`config.mk`:
```
export PLATFORM = sky130hd
export DESIGN_NAME = fpnew_hub_mult_pipe
export DESIGN_NICKNAME = d
export VERILOG_FILES = /design/src/rtl/fpnew_hub_mult_pipe.sv
export SDC_FILE = /design/constraint.sdc
export NUM_CORES = 1
export LEC_CHECK = 0
export BUFFER_PORTS_ARGS = -buffer_cell sky130_fd_sc_hd__buf_2
export CAP_MARGIN = 30
export CORE_UTILIZATION = 55
export CTS_CLUSTER_SIZE = 40
export DETAILED_ROUTE_END_ITERATION = 7
export HOLD_SLACK_MARGIN = 0.03
export PLACE_DENSITY = 0.9
export SYNTH_ARGS = -nofsm -noshare
export SYNTH_HDL_FRONTEND = slang
export SYNTH_SLANG_ARGS = --single-unit
```
`constraint.sdc`:
```
create_clock -name clk_i -period 1.85 [get_ports clk_i]
set_clock_uncertainty 0.05 [all_clocks]
set_input_delay 0.0925 -clock clk_i [delete_from_list [all_inputs] [get_ports clk_i]]
set_output_delay 0.0925 -clock clk_i [all_outputs]
set_load 0.01 [all_outputs]
```
`src/rtl/fpnew_hub_mult_pipe.sv`:
```
// Pipelined HUB floating-point multiplier for the FPnew MUL slot.
// It holds a trimmed fpnew_pkg with the types this slice needs, so the file
// compiles on its own. It also holds the combinational HUB multiply core and
// an elastic valid/ready pipeline with flush and a sideband tag.
package fpnew_pkg;
  typedef enum logic [2:0] { FP32, FP64, FP16, FP8, FP16ALT } fp_format_e;

  typedef enum logic [3:0] {
    FMADD, FNMSUB, ADD, MUL, DIV, SQRT, SGNJ, MINMAX,
    CMP, CLASSIFY, F2F, F2I, I2F, CPKAB, CPKCD
  } operation_e;

  typedef struct packed {
    logic NV;
    logic DZ;
    logic OF;
    logic UF;
    logic NX;
  } status_t;

  function automatic int unsigned exp_bits(fp_format_e fmt);
    case (fmt)
      FP32:    return 8;
      FP64:    return 11;
      FP16:    return 5;
      FP8:     return 5;
      FP16ALT: return 8;
      default: return 8;
    endcase
  endfunction

  function automatic int unsigned man_bits(fp_format_e fmt);
    case (fmt)
      FP32:    return 23;
      FP64:    return 52;
      FP16:    return 10;
      FP8:     return 2;
      FP16ALT: return 7;
      default: return 23;
    endcase
  endfunction

  function automatic int unsigned fp_width(fp_format_e fmt);
    return 1 + exp_bits(fmt) + man_bits(fmt);
  endfunction
endpackage

module fpnew_hub_mult_pipe #(
  parameter fpnew_pkg::fp_format_e FpFormat = fpnew_pkg::FP16,
  parameter int unsigned WIDTH       = fpnew_pkg::fp_width(FpFormat),
  parameter int unsigned E           = fpnew_pkg::exp_bits(FpFormat),
  parameter int unsigned M           = fpnew_pkg::man_bits(FpFormat),
  parameter int unsigned NumPipeRegs = 2,
  parameter int unsigned TagWidth    = 4
) (
  input  logic                       clk_i,
  input  logic                       rst_ni,
  input  logic [2:0][WIDTH-1:0]      operands_i,
  input  fpnew_pkg::operation_e      op_i,
  input  logic                       op_mod_i,
  input  logic [TagWidth-1:0]        tag_i,
  input  logic                       in_valid_i,
  output logic                       in_ready_o,
  input  logic                       flush_i,
  output logic [WIDTH-1:0]           result_o,
  output fpnew_pkg::status_t         status_o,
  output logic [TagWidth-1:0]        tag_o,
  output logic                       out_valid_o,
  input  logic                       out_ready_i,
  output logic                       busy_o
);

  localparam int unsigned PW   = 2 * M + 4;           // product of two (M+2)-bit significands
  localparam int unsigned BIAS = (1 << (E - 1)) - 1;
  localparam int unsigned EMAX = (1 << E) - 1;
  localparam logic [E+2:0] BIAS_W = (E + 3)'(BIAS);
  localparam logic [E+2:0] EMAX_W = (E + 3)'(EMAX);

  logic                 sgn;
  logic [E-1:0]         exp_x, exp_y;
  logic [M+1:0]         sig_x, sig_y;
  logic [PW-1:0]        prod;
  logic [E+2:0]         exp_w;
  logic [M-1:0]         man_z;
  logic [WIDTH-1:0]     z;
  logic [WIDTH-1:0]     in_result;
  fpnew_pkg::status_t   in_status;

  // Operand slot 2 and the product bits below the truncation point never reach the result
  logic unused_bits;
  assign unused_bits = ^{operands_i[2], prod[M+1:0]};

  // HUB multiply: both significands carry an implicit leading 1 and an implicit
  // trailing 1 (the half-ulp bias). Round-to-nearest is then plain truncation.
  // There are no subnormals, so a zero exponent field means zero. Underflow
  // flushes to signed zero. Overflow saturates to the all-ones magnitude.
  always_comb begin
    exp_x = operands_i[0][WIDTH-2 -: E];
    exp_y = operands_i[1][WIDTH-2 -: E];
    sig_x = {1'b1, operands_i[0][M-1:0], 1'b1};
    sig_y = {1'b1, operands_i[1][M-1:0], 1'b1};
    sgn   = operands_i[0][WIDTH-1] ^ operands_i[1][WIDTH-1] ^ op_mod_i;
    prod  = PW'(sig_x) * PW'(sig_y);
    exp_w = {3'b000, exp_x} + {3'b000, exp_y} + {{(E + 2){1'b0}}, prod[PW-1]} - BIAS_W;
    man_z = prod[PW-1] ? prod[PW-2 -: M] : prod[PW-3 -: M];
    z     = {sgn, {(WIDTH - 1){1'b0}}};
    if ((exp_x == '0) || (exp_y == '0)) begin
      z = {sgn, {(WIDTH - 1){1'b0}}};
    end else if (exp_w[E+2] || (exp_w == '0)) begin
      z = {sgn, {(WIDTH - 1){1'b0}}};
    end else if (exp_w > EMAX_W) begin
      z = {sgn, {(WIDTH - 1){1'b1}}};
    end else begin
      z = {sgn, exp_w[E-1:0], man_z};
    end
  end

  // Stage-0 payload. An illegal op still travels down the pipe, but it returns X with only NV set.
  always_comb begin
    in_result = z;
    in_status = '0;
    if (op_i != fpnew_pkg::MUL) begin
      in_result    = operands_i[0];
      in_status.NV = 1'b1;
    end else begin
      in_status.OF = &z[WIDTH-2:0];
      in_status.UF = ~|z[WIDTH-2:0];
    end
  end

  if (NumPipeRegs == 0) begin : g_passthru
    assign result_o    = in_result;
    assign status_o    = in_status;
    assign tag_o       = tag_i;
    assign out_valid_o = in_valid_i & ~flush_i;
    assign in_ready_o  = out_ready_i & ~flush_i;
    assign busy_o      = 1'b0;
  end else begin : g_pipe
    logic [NumPipeRegs:0] vld_vec;   // index 0 is the input port
    logic [NumPipeRegs:0] rdy;       // rdy[i]: the consumer of stage i's data can take it
    logic [WIDTH-1:0]     stage_res [0:NumPipeRegs];
    fpnew_pkg::status_t   stage_st  [0:NumPipeRegs];
    logic [TagWidth-1:0]  stage_tag [0:NumPipeRegs];

    assign vld_vec[0]   = in_valid_i & ~flush_i;
    assign stage_res[0] = in_result;
    assign stage_st[0]  = in_status;
    assign stage_tag[0] = tag_i;

    // Ready ripples back from the output so bubbles collapse in a single cycle
    always_comb begin
      rdy = '0;
      rdy[NumPipeRegs] = out_ready_i;
      for (int i = int'(NumPipeRegs) - 1; i >= 0; i--) begin
        rdy[i] = ~vld_vec[i+1] | rdy[i+1];
      end
    end

    for (genvar gi = 1; gi <= NumPipeRegs; gi++) begin : g_stage
      logic                load;
      logic                valid_d, valid_q;
      logic [WIDTH-1:0]    result_q;
      fpnew_pkg::status_t  status_q;
      logic [TagWidth-1:0] tag_q;

      assign load = vld_vec[gi-1] & rdy[gi-1];

      // Next-state valid: flush kills, load fills, a downstream take empties
      always_comb begin
        valid_d = valid_q;
        if (flush_i) begin
          valid_d = 1'b0;
        end else if (load) begin
          valid_d = 1'b1;
        end else if (rdy[gi]) begin
          valid_d = 1'b0;
        end
      end

      // Valid flag register
      always_ff @(posedge clk_i or negedge rst_ni) begin
        if (!rst_ni) begin
          valid_q <= 1'b0;
        end else begin
          valid_q <= valid_d;
        end
      end

      // Payload registers, written only when the stage loads so stalled outputs stay stable
      always_ff @(posedge clk_i or negedge rst_ni) begin
        if (!rst_ni) begin
          result_q <= '0;
          status_q <= '0;
          tag_q    <= '0;
        end else if (load) begin
          result_q <= stage_res[gi-1];
          status_q <= stage_st[gi-1];
          tag_q    <= stage_tag[gi-1];
        end
      end

      assign vld_vec[gi]   = valid_q;
      assign stage_res[gi] = result_q;
      assign stage_st[gi]  = status_q;
      assign stage_tag[gi] = tag_q;
    end

    assign in_ready_o  = rdy[0] & ~flush_i;
    assign out_valid_o = vld_vec[NumPipeRegs];
    assign result_o    = stage_res[NumPipeRegs];
    assign status_o    = stage_st[NumPipeRegs];
    assign tag_o       = stage_tag[NumPipeRegs];
    assign busy_o      = |vld_vec[NumPipeRegs:1];
  end

endmodule

```
**After elaboration in Yosys (flattened, before gate mapping)**

Cells that the tools add are included.
W data, S select, Z words.

- Input bits: 62
- Output and inout port bits: 28
- Register bits after elaboration: 48
- RAM bits: 0
- Word-level logic and storage cells: 53
- Memories kept: 0
- Memory bits (read-only): 0
- Bits in latches: 0

- Shift-type cells: 0
- Equality and inequality tests: 1
- Divide/modulo/power cells: 0
- Reduce and logical (&&, ||, !) cells: 11
- Bitwise gates (word level): 11
- Mux-type cells: 13
- $add $sub $neg: 3
- Multiply operators: 1
- Order comparisons: 1

Operators by type and width:

| cell | count |
|---|---|
| $mux W15 | 3 |
| $mul A12 B12 Y24 | 1 |
| $mux W16 | 1 |
| $reduce_and A15 Y1 | 1 |
| $reduce_or A15 Y1 | 1 |
| $logic_not A5 Y1 | 2 |
| $mux W10 | 1 |
| $gt A8 B5 Y1 const B | 1 |
| $logic_not A8 Y1 | 1 |
| $sub A7 B4 Y8 const B | 1 |
| $add A6 B1 Y7 | 1 |
| $mux W1 | 7 |
| $add A5 B5 Y6 | 1 |
| $reduce_bool A3 Y1 | 2 |
| $and A1 B1 Y1 | 4 |
| $ne A4 B2 Y1 const B | 1 |
| $not A1 Y1 | 3 |
| $logic_or A1 B1 Y1 | 2 |
| $mux W2 | 1 |
| $or A1 B1 Y1 | 2 |
| $reduce_or A2 Y1 | 1 |
| $xor A1 B1 Y1 | 2 |
| $logic_not A1 Y1 | 1 |

**Logic depth before layout (Yosys ltp)**

- Depth after elaboration: 10
- Gate-level depth with buffers: 34
- Gate-level depth less buffers: 32

**Worst setup path after synthesis**

Ideal clock, no wire load.

- Kind: input port to flip-flop
- From: input port operands_i[6] (netlist name)
- To: register g_pipe.g_stage[1].result_q[2]
- Required time: 1.681 ns
- Path buffers: 1
- Stages: 33
- Arrival time: 7.178 ns
- Slack: -5.497 ns
- Setup time: 0.119 ns
- Cells stage by stage: clkbuf_1 > nand2_1 > fa_1 > inv_1 > fa_1 > inv_1 > fa_1 > inv_1 > fa_1 > inv_1 > fa_1 > inv_1 > ha_1 > a21oi_1 > o21a_1 > o21ai_2 > o211ai_1 > a21oi_2 > nor2_4 > inv_4 > ha_1 > inv_1 > ha_1 > fa_1 > a21o_1 > and2_1 > nor2_1 > xnor2_1 > or4_4 > o31ai_4 > a311o_1 > o211ai_1 > o21a_1

- Longest elaborated chain between the ends: 8
- Elaborated cells on any way between the ends: 11
- Those cells by class: add/sub (2); mul (1); order compare (1); mux (5); reduce/logical (2)

RTL lines:

| item | RTL line | source |
|---|---|---|
| from (decl) | 58 | `input logic [2:0][WIDTH-1:0] operands_i,` |
| $mul A12 B12 Y24 (*) | 103 | `prod = PW'(sig_x) * PW'(sig_y);` |
| $add A6 B1 Y7 | 104 | `exp_w = {3'b000, exp_x} + {3'b000, exp_y} + {{(E + 2){1'b0}}, prod[PW-1]} - BIAS_W;` |
| $sub A7 B4 Y8 | 104 |  |
| $gt A8 B5 Y1 or $logic_not A8 Y1 (tied branches) | 111, 109 |  |
| $mux W15 or $logic_or A1 B1 Y1 (tied branches) | 111, 109 |  |
| $mux W15 (*) | 109 | `end else if (exp_w[E+2] \|\| (exp_w == '0)) begin` |
| $mux W15 (*) | 107 | `if ((exp_x == '0) \|\| (exp_y == '0)) begin` |
| $mux W16 (*) | 122 | `if (op_i != fpnew_pkg::MUL) begin` |
| to (signal assigned) | 196 | `result_q <= stage_res[gi-1];` |
| to (decl) | 162 | `logic [WIDTH-1:0] result_q;` |

Every way passes the cells marked *; elsewhere a longest branch is shown, timed or not.
A chain may end at the register's enable or synchronous reset.

**Final worst setup path**

- From: input port operands_i[3] (netlist name)
- To: register g_pipe.g_stage[1].status_q[1] (netlist name)

- Longest elaborated chain between the ends: 10
- Elaborated cells on any way between the ends: 13
- Those cells by class: add/sub (2); mul (1); order compare (1); mux (5); reduce/logical (4)

RTL lines:

| item | RTL line | source |
|---|---|---|
| $mul A12 B12 Y24 (*) | 103 |  |
| $add A6 B1 Y7 | 104 |  |
| $sub A7 B4 Y8 | 104 |  |
| $gt A8 B5 Y1 or $logic_not A8 Y1 (tied branches) | 111, 109 |  |
| $mux W15 or $logic_or A1 B1 Y1 (tied branches) | 111, 109 |  |
| $mux W15 (*) | 109 |  |
| $mux W15 (*) | 107 |  |
| $reduce_or A15 Y1 (*) | 127 | `in_status.UF = ~\|z[WIDTH-2:0];` |
| $logic_not A1 Y1 (*) | 127 |  |
| $mux W2 (*) | 122 |  |
| to (signal assigned) | 197 | `status_q <= stage_st[gi-1];` |
| to (decl) | 163 | `fpnew_pkg::status_t status_q;` |

Marks and branches as above.

==> impl_metrics.json <==
{
  "outcome": "complete, but fails checks",
  "violations": "DRC, setup timing",
  "nets": 1219,
  "die_area_um2": 13100,
  "cp_data_arrival_time_ns": 7.13,
  "ant_nets": 0,
  "clock_latency_ns": 0.31,
  "wl_met3_um": 3070,
  "dp_hpwl_um": 16000,
  "start_kind": "input port",
  "post-route-cell-area_um2": 9340,
  "synth_ff_type": "dfrtp_1",
  "met2_length_um": 11400,
  "crit_buf_inv": 9,
  "topRoutingLayerUsed": "met4",
  "final_cells": 1158,
  "drtIter0Drc": 831,
  "wl_met1_um": 8350,
  "die_y_um": 114,
  "avgViaCountPerCell": 6.28,
  "htree_levels": 2,
  "hold_class": "in2reg",
  "synth_area_leaders": "fa_1 28%, dfrtp_1 17%, ha_1 12%",
  "crit_path_max_fanout": 5,
  "seq_area_frac_synth": 0.173,
  "yosysUniqueCellTypes": 65,
  "period_needed_ns": 6.99,
  "syn_area_per_cell_um2": 9.02,
  "start_util": 0.572,
  "netlist_instances": 771,
  "routedWlPerCell_um": 21.9,
  "core_area_um2": 12200,
  "worst_path_largest_cell_delay_ns": 0.56,
  "synth_edf_count": 0,
  "grt_pass1_wl_um": 36900,
  "slowest_stage": "fa_1",
  "via_count": 7267,
  "grtUsageTotal": 0.372,
  "clkTransAtPathRegs_ns": 0.07,
  "drc": 5,
  "finalSetupViolations": 17,
  "report.final.slew_viol_count": 0,
  "async_flop_share": 1.00,
  "rows": 40,
  "end_kind": "register",
  "die_x_um": 114,
  "synth_top_area_cell": "fa_1",
  "p_leak_nw": 4.85,
  "cap_violations": 0,
  "finalHoldViolCount": 0,
  "ir_worst_vdd_uv": 1780,
  "holdWs_ns": 0.132,
  "rsz0062_at_grt": "true",
  "grt_pass1_vias": 7306,
  "fin_ws_ns": -5.14,
  "fmax_ghz": 0.143,
  "cp.required_ns": 1.99,
  "cts_root_buffer": "clkbuf_16",
  "slew_headroom": 0.434,
  "clock_sinks": 48,
  "layout_common_cells": "168 x buf_4, 118 x inv_1, 96 x nand2_1",
  "yosys_warnings": 0,
  "p_per_area_nw_per_um2": 2020,
  "drt_first_pass_iters": 8,
  "grt_antenna_before_repair": 0,
  "place.gp.congestion": 0.913,
  "critical-path-top-delay-family": "adder cells",
  "clock_path_buffers": 2,
  "worstSetupPathType": "in2reg",
  "drive_gt1_frac": 0.363,
  "wl_um": 25400,
  "syn-cell-area_um2": 6950,
  "dp_cells": 1129,
  "port_buffers": 71,
  "area_growth_pct": 34.3,
  "antenna_cells": 0,
  "cpMostUsedCell": "fa_1",
  "gr-total-overflow": 0,
  "grt_max_degree": 49,
  "final_common_cell": "buf_4",
  "io_pins": 90,
  "cts_tree": "yes",
  "cts-buffers-inserted": 5,
  "dpl-instance-area_um2": 8710,
  "tightest_slew_ns": 0.838,
  "synth-seq-cells": 48,
  "synth.top_cell.area_share": 0.282,
  "min_period_over_period": 3.78
}
[synth_stat cells (2+ instances only)]
cell / count
clkbuf_1: 29
and2_1: 24
and3_1: 2
or2_2: 2
o211ai_1: 3
mux2i_1: 2
nor3_1: 11
or4_1: 2
nand2b_1: 6
a21oi_2: 3
xor2_1: 8
o31ai_1: 3
a21o_1: 9
a31oi_1: 8
fa_1: 98
a41oi_1: 2
nand3_1: 7
xnor2_1: 10
o21ai_1: 4
dfrtp_1: 48
o21a_1: 5
a21oi_1: 35
o21ai_0: 18
o21bai_1: 2
nor2_1: 49
ha_1: 69
a211oi_1: 2
o22ai_1: 2
mux2_2: 23
inv_1: 137
buf_4: 5
nand4_1: 2
a311o_1: 3
nor4_1: 2
nand2_1: 105
o2111ai_1: 2
[cell families after synthesis]
| group | after synthesis | share of synthesized area |
|---|---|---|
| other | 1 | 0.000539 |
| buffers and inverters | 175 | 0.0977 |
| XOR/XNOR | 18 | 0.0227 |
| AND/OR/NAND/NOR | 220 | 0.143 |
| multiplexers | 26 | 0.0417 |
| flip-flops | 48 | 0.173 |
| AO/OA/AOI/OAI | 115 | 0.113 |
| adder cells (fa/ha/maj) | 168 | 0.408 |
[routing by layer]
| metal | GRT usage | up-vias |
|---|---|---|
| li1 | - | 2898 |
| met1 | 0.444 | 3423 |
| met2 | 0.611 | 685 |
| met3 | 0.0725 | 261 |
| met4 | 0.249 | 0 |
| met5 | 0 | - |
[power by group]
group | switching [mW] | total [mW] | internal [mW]
combinational | 9.04 | 16.6 | 7.53
sequential | 0.130 | 1.37 | 1.24
clock | 0.434 | 0.928 | 0.494
[final timing paths]
path                                                   startpoint                                          to  slack [ns]  cells after the start
min                                                operands_i[15]  g_pipe.g_stage[1].result_q[15]$_DFFE_PN0P_        0.13                      3
min reg2reg                g_pipe.g_stage[1].tag_q[0]$_DFFE_PN0P_      g_pipe.g_stage[1].tag_q[0]$_DFFE_PN0P_        0.44                      2
max reg2reg                               out_valid_o$_DFFE_PN0P_   g_pipe.g_stage[1].status_q[2]$_DFFE_PN0P_       -0.09                      6
min in group asynchronous                                  rst_ni                        tag_o[0]$_DFFE_PN0P_        0.38                      3
max in group asynchronous                                  rst_ni                    result_o[12]$_DFFE_PN0P_        0.94                      3
max                                                 operands_i[3]   g_pipe.g_stage[1].status_q[1]$_DFFE_PN0P_       -5.14                     34
[registers in the layout, indices dropped and copies added (netlist names)]
signal,count
g_pipe.g_stage.result_q,16
g_pipe.g_stage.status_q,3
g_pipe.g_stage.tag_q,4
g_pipe.g_stage.valid_q,1
out_valid_o,1
result_o,16
status_o,3
tag_o,4
[stage by stage]
step                utilization  setup WS [ns]  power [mW]  TNS (ns)
finish                    0.768          -5.14        18.9    -83.51
global route              0.768          -5.35        19.9    -86.73
CTS                       0.753          -4.78        16.8    -77.49
detailed placement        0.716          -5.59        15.4    -90.23
global placement          0.716          -5.25        14.6    -84.96
floorplan                     -          -5.13        10.0    -81.95
[worst reg2reg max path, stage by stage (launching register included)]
cell      delay (ns)
dfrtp_1         0.39
nor2b_1         0.16
a21oi_1         0.22
nand2_1         0.14
nor4_1          0.37
o221ai_1        0.24
o41ai_4         0.26
[what timing repair did]
action                     CTS  global route
hold endpoints to repair    54             0
setup buffers                7             8
pin swaps                   33            16
resized for setup           54            31
setup endpoints to repair   17            19
hold buffers                 7             0
[layout make-up]
type | instances | area, um^2
multi-input cells | 549 | 5420
repair buffers | 247 | 1830
well taps | 168 | 210
flip-flops and latches | 48 | 1200
fillers | 623 | 2820
inverters | 139 | 539
clock buffers | 6 | 129
clock inverters | 1 | 5.00
Note: power is estimated with default switching activity, not from simulation.
